**src/rtl/hack_pkg.sv**
```systemverilog
// Shared Hack fetch types: address/instruction widths, buffered fetch entry, fetch FSM states.
// Pure declarations; no latency or flow control of its own.
package hack_pkg;

  localparam int HACK_ADDR_W = 15;
  localparam int HACK_DATA_W = 16;

  typedef logic [HACK_ADDR_W-1:0] hack_addr_t;
  typedef logic [HACK_DATA_W-1:0] hack_instr_t;

  typedef struct packed {
    hack_instr_t instr;
    hack_addr_t  pc;
  } fetch_entry_t;

  typedef enum logic [0:0] {
    RUN   = 1'b0,
    DRAIN = 1'b1
  } fetch_state_t;

endpackage

```
**src/rtl/hack_fetch_fifo.sv**
```systemverilog
// DEPTH-entry first-word-fall-through FIFO of fetch entries; head visible the cycle after push.
// No internal backpressure: the caller never pushes when full; flush drops contents and any same-cycle push.
module hack_fetch_fifo
  import hack_pkg::*;
#(
  parameter int DEPTH = 2,
  localparam int CNT_W = $clog2(DEPTH + 1),
  localparam int PTR_W = (DEPTH > 1) ? $clog2(DEPTH) : 1
) (
  input  logic             clk,
  input  logic             rst_n,
  input  logic             flush_i,
  input  logic             push_i,
  input  fetch_entry_t     push_dat_i,
  input  logic             pop_i,
  output fetch_entry_t     head_o,
  output logic [CNT_W-1:0] count_o
);

  fetch_entry_t     mem_q [DEPTH];
  logic [PTR_W-1:0] wr_ptr_q, wr_ptr_d;
  logic [PTR_W-1:0] rd_ptr_q, rd_ptr_d;
  logic [CNT_W-1:0] count_q, count_d;
  logic             pop_eff;

  function automatic logic [PTR_W-1:0] ptr_inc(input logic [PTR_W-1:0] p);
    return (p == PTR_W'(DEPTH - 1)) ? '0 : p + 1'b1;
  endfunction

  assign pop_eff = pop_i & (count_q != '0);

  always_comb begin
    wr_ptr_d = wr_ptr_q;
    rd_ptr_d = rd_ptr_q;
    count_d  = count_q;
    if (flush_i) begin
      wr_ptr_d = '0;
      rd_ptr_d = '0;
      count_d  = '0;
    end else begin
      if (push_i)  wr_ptr_d = ptr_inc(wr_ptr_q);
      if (pop_eff) rd_ptr_d = ptr_inc(rd_ptr_q);
      count_d = count_q + CNT_W'(push_i) - CNT_W'(pop_eff);
    end
  end

  always_ff @(posedge clk or negedge rst_n) begin
    if (!rst_n) begin
      wr_ptr_q <= '0;
      rd_ptr_q <= '0;
      count_q  <= '0;
    end else begin
      wr_ptr_q <= wr_ptr_d;
      rd_ptr_q <= rd_ptr_d;
      count_q  <= count_d;
    end
  end

  always_ff @(posedge clk) begin
    if (push_i && !flush_i) mem_q[wr_ptr_q] <= push_dat_i;
  end

  assign head_o  = mem_q[rd_ptr_q];
  assign count_o = count_q;

endmodule

```
**src/rtl/hack_fetch_unit.sv**
```systemverilog
// Hack instruction fetch: drives 1-cycle ROM, buffers replies, delivers {instr, pc}; issue->valid in 2 cycles.
// Issue stalls when buffered + in-flight would exceed DEPTH; redirect flushes everything and reloads fp.
module hack_fetch_unit
  import hack_pkg::*;
#(
  parameter int ADDR_W = HACK_ADDR_W,
  parameter int DATA_W = HACK_DATA_W,
  parameter int DEPTH  = 2
) (
  input  logic              clk,
  input  logic              reset,
  output logic [ADDR_W-1:0] rom_addr,
  output logic              rom_rd_en,
  input  logic [DATA_W-1:0] rom_data,
  input  logic              redirect,
  input  logic [ADDR_W-1:0] redirect_addr,
  output logic [DATA_W-1:0] instr,
  output logic [ADDR_W-1:0] instr_pc,
  output logic              instr_valid,
  input  logic              instr_ready
);

  localparam int CNT_W = $clog2(DEPTH + 1);

  logic [ADDR_W-1:0] fp_q, fp_d;
  logic [ADDR_W-1:0] iss_pc_q;
  logic              inflight_q;
  fetch_state_t      state_q, state_d;

  logic [CNT_W-1:0]  count;
  logic [CNT_W:0]    occupancy;
  fetch_entry_t      head;
  fetch_entry_t      push_dat;
  logic              pop, push, issue;

  assign pop = instr_valid & instr_ready;

  // The in-flight reply already owns a buffer slot, so it is counted before issuing another.
  assign occupancy = {1'b0, count} - (CNT_W + 1)'(pop) + (CNT_W + 1)'(inflight_q);
  assign issue     = reset & ~redirect & (occupancy < (CNT_W + 1)'(DEPTH));

  assign rom_rd_en = issue;
  assign rom_addr  = fp_q;

  assign push     = inflight_q & ~redirect & (state_q == RUN);
  assign push_dat = '{instr: rom_data, pc: iss_pc_q};

  always_comb begin
    fp_d = fp_q;
    if (redirect)   fp_d = redirect_addr;
    else if (issue) fp_d = fp_q + 1'b1;
  end

  always_comb begin
    state_d = RUN;
    if (redirect && inflight_q) state_d = DRAIN;
  end

  always_ff @(posedge clk or negedge reset) begin
    if (!reset) begin
      fp_q       <= '0;
      iss_pc_q   <= '0;
      inflight_q <= 1'b0;
      state_q    <= RUN;
    end else begin
      fp_q       <= fp_d;
      inflight_q <= issue;
      state_q    <= state_d;
      if (issue) iss_pc_q <= fp_q;
    end
  end

  hack_fetch_fifo #(
    .DEPTH (DEPTH)
  ) u_fifo (
    .clk        (clk),
    .rst_n      (reset),
    .flush_i    (redirect),
    .push_i     (push),
    .push_dat_i (push_dat),
    .pop_i      (pop),
    .head_o     (head),
    .count_o    (count)
  );

  assign instr_valid = (count != '0);
  assign instr       = instr_valid ? head.instr : '0;
  assign instr_pc    = instr_valid ? head.pc : '0;

endmodule
```
**config.mk**
```make
export PLATFORM = sky130hd
export DESIGN_NAME = hack_fetch_unit
export DESIGN_NICKNAME = d
export VERILOG_FILES = /design/src/rtl/hack_pkg.sv /design/src/rtl/hack_fetch_fifo.sv /design/src/rtl/hack_fetch_unit.sv
export SDC_FILE = /design/constraint.sdc
export NUM_CORES = 1
export LEC_CHECK = 0
export BUFFER_PORTS_ARGS = -buffer_cell sky130_fd_sc_hd__buf_2
export CAP_MARGIN = 20
export CORE_UTILIZATION = 55
export DETAILED_ROUTE_END_ITERATION = 10
export PLACE_DENSITY = 0.79
export SETUP_SLACK_MARGIN = 0.02
export SLEW_MARGIN = 25
export SYNTH_ARGS = -nofsm -noshare
export SYNTH_HDL_FRONTEND = slang
export SYNTH_HIERARCHICAL = 1
export SYNTH_SLANG_ARGS = --single-unit
```
**constraint.sdc**
```tcl
create_clock -name clk -period 4.4 [get_ports clk]
set_input_delay 0.88 -clock clk [delete_from_list [all_inputs] [get_ports clk]]
set_output_delay 0.88 -clock clk [all_outputs]
set_load 0.005 [all_outputs]
```
==> impl_metrics.tcl, run 1 <==
set metrics [dict create \
    place.gp.congestion 0.889 \
    antenna_cells 0 \
    cts.clk_slew.worst_paths_ns 0.08 \
    ys_seq_elements 98 \
    relSlewSlack_pct 32.9 \
    rsz0062_at_grt "no" \
    fmax_mhz 260 \
    wl_um 7450 \
    synth.net_count 357 \
    grt_pass1_vias 2564 \
    seqPwrFrac_pct 60.2 \
    final_common_cell "buf_2" \
    htreeDepth 3 \
    worst_pin_slew_ns 1.01 \
    drive_above_1_share_pct 34.4 \
    die-area_mm2 0.00830 \
    wire_per_inst_um 14.7 \
    setup_violations 0 \
    cts_hold_buf 0 \
    hold_class "reg2reg" \
    ys_seq_area_share_pct 63.2 \
    clock_path_buffers 2 \
    period_share_pct 87.4 \
    cp_max_fo 18 \
    p_clk_share_pct 27.6 \
    track_usage_pct 19.0 \
    synth_cell_types 43 \
    cts_sinks 98 \
    power_mw 1.90 \
    synth_flop_cell "edfxtp_1" \
    n_fill_cell 622 \
    power.density_mw_per_mm2 377 \
    yosysWarnings 6 \
    synth_area_mm2 0.00437 \
    p_sw_uw 460 \
    drv_slew 0 \
    multi_input_area_mm2 0.00146 \
    final.setup.tns_ns 0 \
    tritoncts "yes" \
    fin_hold_ws_ns 0.477 \
    crit_required_ns 3.52 \
    ctsResizeCount 0 \
    regArea_mm2 0.00276 \
    route.antenna.remaining_nets 0 \
    drv_cap 0 \
    comb_power_share_pct 12.1 \
    place_hpwl_um 5120 \
    vias 2769 \
    rows 32 \
    first_pass_iters 4 \
    area_delta_synth_final_pct 15.0 \
    num-nets-final 441 \
    status "finished, final reports clean" \
    avgSynthCellArea_um2 13.8 \
    p_sw_share_pct 24.2 \
    die_x_um 91.1 \
    fin_crit_ns 3.85 \
    grt_pass1_wl_um 12100 \
    p_int_mw 1.44 \
    drt-initial-drc-count 149 \
    cp.arrival_ns 2.97 \
    initial_core_util_pct 56.8 \
    cts_setup_buffers 0 \
    core_area_mm2 0.00769 \
    path_class "in2out" \
    pin_count 83 \
    cts_root_buf "clkbuf_8" \
    hold_viol 0 \
    clk_latency_ns 0.35 \
    drc_errors 0 \
    portBuffers 82 \
    synth_edf_count 62 \
    synthArstFlopShare_pct 36.7 \
    peakVddDrop_mv 0.180 \
    power.leakage_nw 2.15 \
    antenna_found_initial 0 \
    worstSetupEndpointType "output pin" \
    finalClockSkew_ns 0.00835 \
    layout_common_cells "buf_2 (82), edfxtp_1 (62), nand2_1 (46)" \
    die_y_um 91.1 \
    via_per_inst 5.47 \
    numCtsBuffers 9 \
    grt_overflow 0 \
    cp-start-kind "input port" \
    postSynthCellCount 317 \
    grt_start_max_net_pins 37 \
]
[layout make-up]
cell class                      count  share of cell area, %
Inverter                           13                  0.971
Multi-Input combinational cell    192                   29.1
Timing Repair Buffer               87                   8.91
Clock inverter                      3                  0.847
Sequential cell                    98                   55.0
Tap cell                          102                   2.54
Clock buffer                       11                   2.61
[synth_stat cells, types with 4 or more instances]
| library cell | n | share of area [%] |
|---|---|---|
| nand3_1 | 6 | 0.69 |
| nand2_1 | 46 | 4.0 |
| clkbuf_1 | 7 | 0.60 |
| nor2_1 | 6 | 0.52 |
| nor2b_1 | 32 | 4.6 |
| dfrtp_1 | 36 | 21 |
| ha_1 | 4 | 1.1 |
| mux2_2 | 4 | 1.0 |
| buf_6 | 5 | 1.3 |
| o21ai_0 | 15 | 1.7 |
| edfxtp_1 | 62 | 43 |
| mux2_4 | 30 | 10 |
| nand4_1 | 6 | 0.86 |
| inv_1 | 12 | 1.0 |
| o311ai_1 | 6 | 1.2 |
[critical path, stage by stage]
cell,delay (ns)
buf_2,0.09
nor2b_1,0.13
ha_1,0.26
nand2b_1,0.16
fa_1,0.38
xor2_1,0.19
or3_1,0.40
inv_2,0.27
buf_2,0.18
[flip-flops by register name (all words and copies together) (netlist names)]
name / flops
u_fifo/mem_q: 62
iss_pc_q: 15
rom_addr: 15
u_fifo/count_o: 2
inflight_q: 1
state_q: 1
u_fifo/rd_ptr_q: 1
u_fifo/wr_ptr_q: 1
[worst paths after layout]
| kind | cells after the start | start | slack (ns) | to |
|---|---|---|---|---|
| worst min-delay path | 0 | iss_pc_q[1]$_DFFE_PN0P_ | 0.48 | u_fifo/mem_q[1][1]$_DFFE_PP_ |
| max in group asynchronous | 2 | reset | 3.44 | u_fifo/rd_ptr_q$_DFFE_PN0P_ |
| min in group asynchronous | 2 | reset | 0.62 | rom_addr[6]$_DFFE_PN0P_ |
| worst max register to register | 10 | u_fifo/count_o[1]$_DFF_PN0_ | 1.39 | rom_addr[10]$_DFFE_PN0P_ |
| worst min register to register | 0 | iss_pc_q[1]$_DFFE_PN0P_ | 0.48 | u_fifo/mem_q[1][1]$_DFFE_PP_ |
| worst max-delay path | 9 | instr_ready | 0.55 | rom_rd_en |
[metal layers]
layer / routed length (um) / share of wire, % / global-route usage (%)
met1: 3290 / 44 / 25.2
met2: 3510 / 47 / 30.3
met3: 537 / 7.2 / 4.69
met4: 102 / 1.4 / 7.67
met5: 0 / 0 / 0
[kinds of logic (layout without fill, tap and decap cells)]
| kind of cell | after synthesis | after routing | share of synthesized area, % |
|---|---|---|---|
| AOI/OAI and AO/OA | 34 | 34 | 5.56 |
| adders and majority gates | 5 | 5 | 1.60 |
| xor gates and xnor gates | 4 | 4 | 1.12 |
| DFF | 98 | 98 | 63.2 |
| muxes | 36 | 36 | 11.8 |
| and+or+nand+nor | 113 | 113 | 13.2 |
| buffers and inverters | 27 | 114 | 3.46 |
[metrics by stage]
step | utilization [%] | setup WS [ns] | instances | cell area, um^2
2_1_floorplan | - | 0.116 | 317 | 4370
3_3_place_gp | 63.1 | 0.638 | 492 | 4850
3_5_place_dp | 63.1 | 0.542 | 492 | 4850
4_1_cts | 65.4 | 0.534 | 506 | 5020
5_1_grt | 65.4 | 0.468 | 506 | 5020
6_report | 65.4 | 0.552 | 506 | 5020
[power groups by stage]
stage | sequential (mW) | combinational [mW] | clock (mW)
floorplan | 1.14 | 0.145 | 0
global placement | 1.16 | 0.223 | 0
detailed placement | 1.16 | 0.232 | 0
CTS | 1.14 | 0.234 | 0.543
global route | 1.15 | 0.261 | 0.574
finish | 1.14 | 0.230 | 0.524
(Power assumes the default switching activity.)
==> run 2, diff against run 1 <==
--- a/config.mk
+++ b/config.mk
@@ -5,11 +5,12 @@
 export SDC_FILE = /design/constraint.sdc
 export NUM_CORES = 1
 export LEC_CHECK = 0
+export ABC_AREA = 1
 export BUFFER_PORTS_ARGS = -buffer_cell sky130_fd_sc_hd__buf_2
 export CAP_MARGIN = 20
-export CORE_UTILIZATION = 55
+export CORE_UTILIZATION = 45
 export DETAILED_ROUTE_END_ITERATION = 10
-export PLACE_DENSITY = 0.79
+export PLACE_DENSITY = 0.67
 export SETUP_SLACK_MARGIN = 0.02
 export SLEW_MARGIN = 25
 export SYNTH_ARGS = -nofsm -noshare
==> impl_metrics.tcl, run 2 <==
set metrics [dict create \
    die_x_um 102 \
    cp_num_buf_inv 4 \
    crit_slowest_cell "fa_1" \
    synth_area_leaders "edfxtp_1 (41%), dfrtp_1 (20%), nand2_1 (15%)" \
    postSynthCellCount 493 \
    wire_per_inst_um 12.1 \
    synth_common_cells "nand2_1 (185), edfxtp_1 (62), inv_1 (62), nor2_1 (41), dfrtp_1 (36)" \
    cp_max_fo 19 \
    cp.arrival_ns 2.84 \
    crit_required_ns 3.52 \
    grt_start_max_net_pins 37 \
    area_delta_synth_final_pct 16.3 \
    finalClockSkew_ns 0.00957 \
    crit_chain "buf_2 > inv_1 > nor2_1 > ha_1 > or2_2 > fa_1 > nand2_1 > nor2_1 > nand2_4 > inv_4 > buf_2" \
    fin_crit_ns 3.72 \
    initial_core_util_pct 46.3 \
    die-area_mm2 0.0105 \
    yosysTopAreaCellShare_pct 41.1 \
    grt_overflow 0 \
    synth.net_count 533 \
    antenna_found_initial 0 \
    synth_area_mm2 0.00453 \
    synth.most_common_cell "nand2_1" \
    final.setup.tns_ns 0 \
    tritoncts "yes" \
    pin_count 83 \
    via_per_inst 4.66 \
    clock_path_buffers 2 \
    synth_flop_cell "edfxtp_1" \
    numCtsBuffers 9 \
    wl_um 8610 \
    htreeDepth 3 \
    rsz0062_at_grt "no" \
    top_register "u_fifo/mem_q" \
    final_common_cell "nand2_1" \
    route.antenna.remaining_nets 0 \
    fmax_mhz 269 \
    ys_seq_elements 98 \
    drt-initial-drc-count 115 \
    die_y_um 102 \
    avgSynthCellArea_um2 9.18 \
    synth_edf_count 62 \
    cts_sinks 98 \
    drv_cap 0 \
    layout_common_cells "nand2_1 (185), buf_2 (82), inv_1 (62), edfxtp_1 (62), nor2_1 (39)" \
    rows 36 \
    clk_latency_ns 0.35 \
    synth_cell_types 29 \
    cts_root_buf "clkbuf_8" \
    period_share_pct 84.5 \
    vias 3322 \
    grt_pass1_vias 2994 \
    met1Wirelength_um 4110 \
    place_hpwl_um 5810 \
    portBuffers 82 \
    crit_family "simple AND/OR/NAND/NOR gates" \
    cts_setup_buffers 0 \
    first_pass_iters 4 \
    cts_hold_buf 0 \
    status "finished, final reports clean" \
    cts.clk_slew.worst_paths_ns 0.09 \
    dr_wl_met3_um 354 \
    setup_violations 0 \
    power.leakage_nw 2.61 \
    critical_path.max_stage_delay_ns 0.49 \
    place.gp.congestion 0.856 \
    cp-start-kind "input port" \
    power.density_mw_per_mm2 397 \
    drc_errors 0 \
    largest_register_ffs 62 \
    drv_slew 0 \
    worst_pin_slew_ns 0.630 \
    fin_hold_ws_ns 0.477 \
    r2r_setup_slack_ns 1.61 \
    n_fill_cell 897 \
    path_class "in2out" \
    drive_above_1_share_pct 22.2 \
    synthArstFlopShare_pct 36.7 \
    antenna_cells 0 \
    relSlewSlack_pct 58.0 \
    synth.largest_area_cell "edfxtp_1" \
    hold_class "reg2reg" \
    ctsResizeCount 0 \
    grt_pass1_wl_um 14100 \
    core_area_mm2 0.00977 \
    routed.top_layer "met4" \
    met2_length_um 4020 \
    worstSetupEndpointType "output pin" \
    peakVddDrop_mv 0.208 \
    hold_viol 0 \
    track_usage_pct 17.6 \
    num-nets-final 615 \
    ys_seq_area_share_pct 61.0 \
    yosysWarnings 6 \
]
## run 2: changes by cell type after synthesis, sizes merged, moves of 3 or more
cell    delta
nand2    +145
inv       +57
nor2      +41
mux2      -34
nor2b     -32
nand3     +26
buf        +9
o311ai     -9
clkbuf     -7
a221o      -3
nor3b      -3
nor4       -3
o211ai     +3
## run 2: worst min-delay path, stage by stage (launching register included)
cell and delay [ns]:
dfrtp_1 0.35, nand2_1 0.05, inv_1 0.04
## run 2: per-layer routing
| layer | up-vias | GRT usage (%) |
|---|---|---|
| li1 | 1718 | - |
| met1 | 1500 | 23.2 |
| met2 | 94 | 29.4 |
| met3 | 10 | 2.60 |
| met4 | 0 | 7.03 |
| met5 | - | 0 |
## run 2: metrics by stage
| stage | util [%] | worst slack, ns | instances | power [mW] | cell area (um^2) |
|---|---|---|---|---|---|
| global placement | 51.5 | 0.703 | 697 | 1.44 | 5030 |
| finish | 53.9 | 0.682 | 713 | 2.09 | 5270 |
| global route | 53.9 | 0.517 | 713 | 2.21 | 5270 |
| CTS | 53.9 | 0.680 | 713 | 2.12 | 5270 |
| floorplan | - | 0.926 | 493 | 1.34 | 4530 |
| detailed placement | 51.5 | 0.685 | 697 | 1.46 | 5030 |
## run 2: logic make-up (layout without fill, tap and decap cells)
group	after synthesis	in the layout	synth area share (%)
compound gates	21	21	2.68
xor+xnor	1	1	0.193
fa+ha+maj	5	5	1.55
buf+inv	86	173	8.48
flops	98	98	61.0
simple gates	282	282	26.1
## run 2: path summary, 6_finish.rpt
kind                                               endpoint  depth (start not counted)                         from
worst min-delay path                      state_q$_DFF_PN0_                          2         inflight_q$_DFF_PN0_
min in group asynchronous          rom_addr[11]$_DFFE_PN0P_                          2                        reset
worst max-delay path                              rom_rd_en                         11                  instr_ready
worst min register to register            state_q$_DFF_PN0_                          2         inflight_q$_DFF_PN0_
max in group asynchronous       u_fifo/rd_ptr_q$_DFFE_PN0P_                          2                        reset
worst max register to register      rom_addr[7]$_DFFE_PN0P_                         13  u_fifo/count_o[1]$_DFF_PN0_
## run 2: power by group
group	leakage, nW	total [mW]	internal (mW)	switching, mW
clock	0.116	0.658	0.357	0.301
sequential	1.01	1.16	1.08	0.0760
combinational	1.48	0.277	0.109	0.168
## run 2: area by class of cell
class                   instances  area (um^2)  share of cell area (%)
flip-flops and latches         98         2760                    52.5
multi-input cells             309         1390                    26.3
repair buffers                 87          448                    8.50
inverters                      70          268                    5.08
well taps                     133          166                    3.16
clock buffers                  11          153                    2.90
clock inverters                 5         82.6                    1.57
==> run 3, diff against run 2 <==
==> constraint.sdc (replaced) <==
create_clock -name clk -period 3.8 [get_ports clk]
set_input_delay 0.76 -clock clk [delete_from_list [all_inputs] [get_ports clk]]
set_output_delay 0.76 -clock clk [all_outputs]
set_load 0.005 [all_outputs]
==> impl_metrics.tcl, run 3 (synthesized netlist as in run 2, its figures left out) <==
set metrics [dict create \
    status "finished, final reports clean" \
    route.antenna.remaining_nets 0 \
    drt-initial-drc-count 183 \
    rsz0062_at_grt "no" \
    grt_pass1_vias 3163 \
    cts_root_buf "clkbuf_8" \
    clock_path_buffers 2 \
    drive_above_1_share_pct 22.5 \
    tritoncts "yes" \
    initial_core_util_pct 46.3 \
    numCtsBuffers 9 \
    cp_max_fo 6 \
    hold_class "reg2reg" \
    htreeDepth 3 \
    final.setup.tns_ns 0 \
    period_share_pct 89.7 \
    pin_count 83 \
    layout_setup_ws_ns 0.392 \
    hold_viol 0 \
    layout_common_cells "nand2_1 (185), buf_2 (82), inv_1 (62), edfxtp_1 (62), nor2_1 (39)" \
    core_area_mm2 0.00977 \
    antenna_found_initial 0 \
    drv_slew 0 \
    final_cells 715 \
    vias 3377 \
    wl_um 8960 \
    drv_cap 0 \
    drc_errors 0 \
    die-area_mm2 0.0105 \
    worstSetupEndpointType "output pin" \
    cp-start-kind "flop" \
    setup_violations 0 \
    power_mw 2.31 \
    via_per_inst 4.72 \
    grt_pass1_wl_um 14500 \
    path_class "reg2out" \
    final_common_cell "nand2_1" \
    cts_hold_buf 0 \
    area_delta_synth_final_pct 15.7 \
    cts.clk_slew.worst_paths_ns 0.10 \
    die_x_um 102 \
    power.leakage_nw 2.60 \
    relSlewSlack_pct 42.4 \
    ctsResizeCount 0 \
    grt_overflow 0 \
    pre_cts_ws_ns 0.455 \
    crit_required_ns 3.04 \
    portBuffers 82 \
    rows 36 \
    die_y_um 102 \
    antenna_cells 0 \
    fin_crit_ns 3.41 \
    fmax_mhz 293 \
    top_register "u_fifo/mem_q" \
    power.density_mw_per_mm2 440 \
    peakVddDrop_mv 0.213 \
    track_usage_pct 18.2 \
    grt_start_max_net_pins 37 \
    place.gp.congestion 0.851 \
    place_hpwl_um 6160 \
    fin_hold_ws_ns 0.479 \
    cts_setup_buffers 0 \
    cts_sinks 98 \
    finalClockSkew_ns 0.00875 \
    num-nets-final 617 \
    cp.arrival_ns 2.65 \
    clk_latency_ns 0.36 \
    dpl.cell_count 699 \
    first_pass_iters 4 \
    worst_pin_slew_ns 0.864 \
    largest_register_ffs 62 \
    wire_per_inst_um 12.5 \
]
-- run 3: final cells by class --
cell class	instances	area, um^2
Multi-Input combinational cell	309	1390
Inverter	70	268
Fill cell	933	4530
Tap cell	133	166
Sequential cell	98	2760
Clock buffer	9	124
Timing Repair Buffer	89	463
Clock inverter	7	70.1
-- run 3: power by group --
| part | total (mW) | internal [mW] | switching, mW |
|---|---|---|---|
| Clock | 0.639 | 0.256 | 0.383 |
| Sequential | 1.34 | 1.25 | 0.0899 |
| Combinational | 0.324 | 0.128 | 0.197 |
| Total | 2.31 | 1.64 | 0.670 |
-- run 3: per-layer routing --
metal,GRT usage (%),vias up,part of all wire (%)
met5,0,-,0
met4,5.27,0,0.69
met3,4.45,6,5.4
met2,31.2,101,48
met1,22.8,1553,46
li1,-,1717,-
-- run 3: per-stage QoR --
stage / utilization, % / cell area (um^2)
detailed placement: 51.6 / 5050
finish: 53.6 / 5240
global route: 53.6 / 5240
CTS: 53.6 / 5240
global placement: 51.6 / 5050
floorplan: - / 4530
-- run 3: path summary, 6_finish.rpt --
path	start	endpoint	slack [ns]	cells after the start
setup reg to reg	u_fifo/count_o[1]$_DFF_PN0_	rom_addr[8]$_DFFE_PN0P_	0.96	13
hold / removal	iss_pc_q[11]$_DFFE_PN0P_	u_fifo/mem_q[0][11]$_DFFE_PP_	0.48	0
min in group asynchronous	reset	rom_addr[7]$_DFFE_PN0P_	0.50	2
max in group asynchronous	reset	iss_pc_q[3]$_DFFE_PN0P_	2.96	2
hold reg to reg	iss_pc_q[11]$_DFFE_PN0P_	u_fifo/mem_q[0][11]$_DFFE_PP_	0.48	0
setup / recovery	u_fifo/count_o[1]$_DFF_PN0_	rom_rd_en	0.39	10
-- run 3: critical path, cell delays in order (launching register included) --
cell and delay (ns):
dfrtp_1 0.51, nor2_2 0.07, nor2_1 0.19, ha_1 0.26, or2_2 0.30, fa_1 0.49
nand2_1 0.05, nor2_1 0.17, nand2_4 0.08, inv_4 0.06, buf_2 0.10
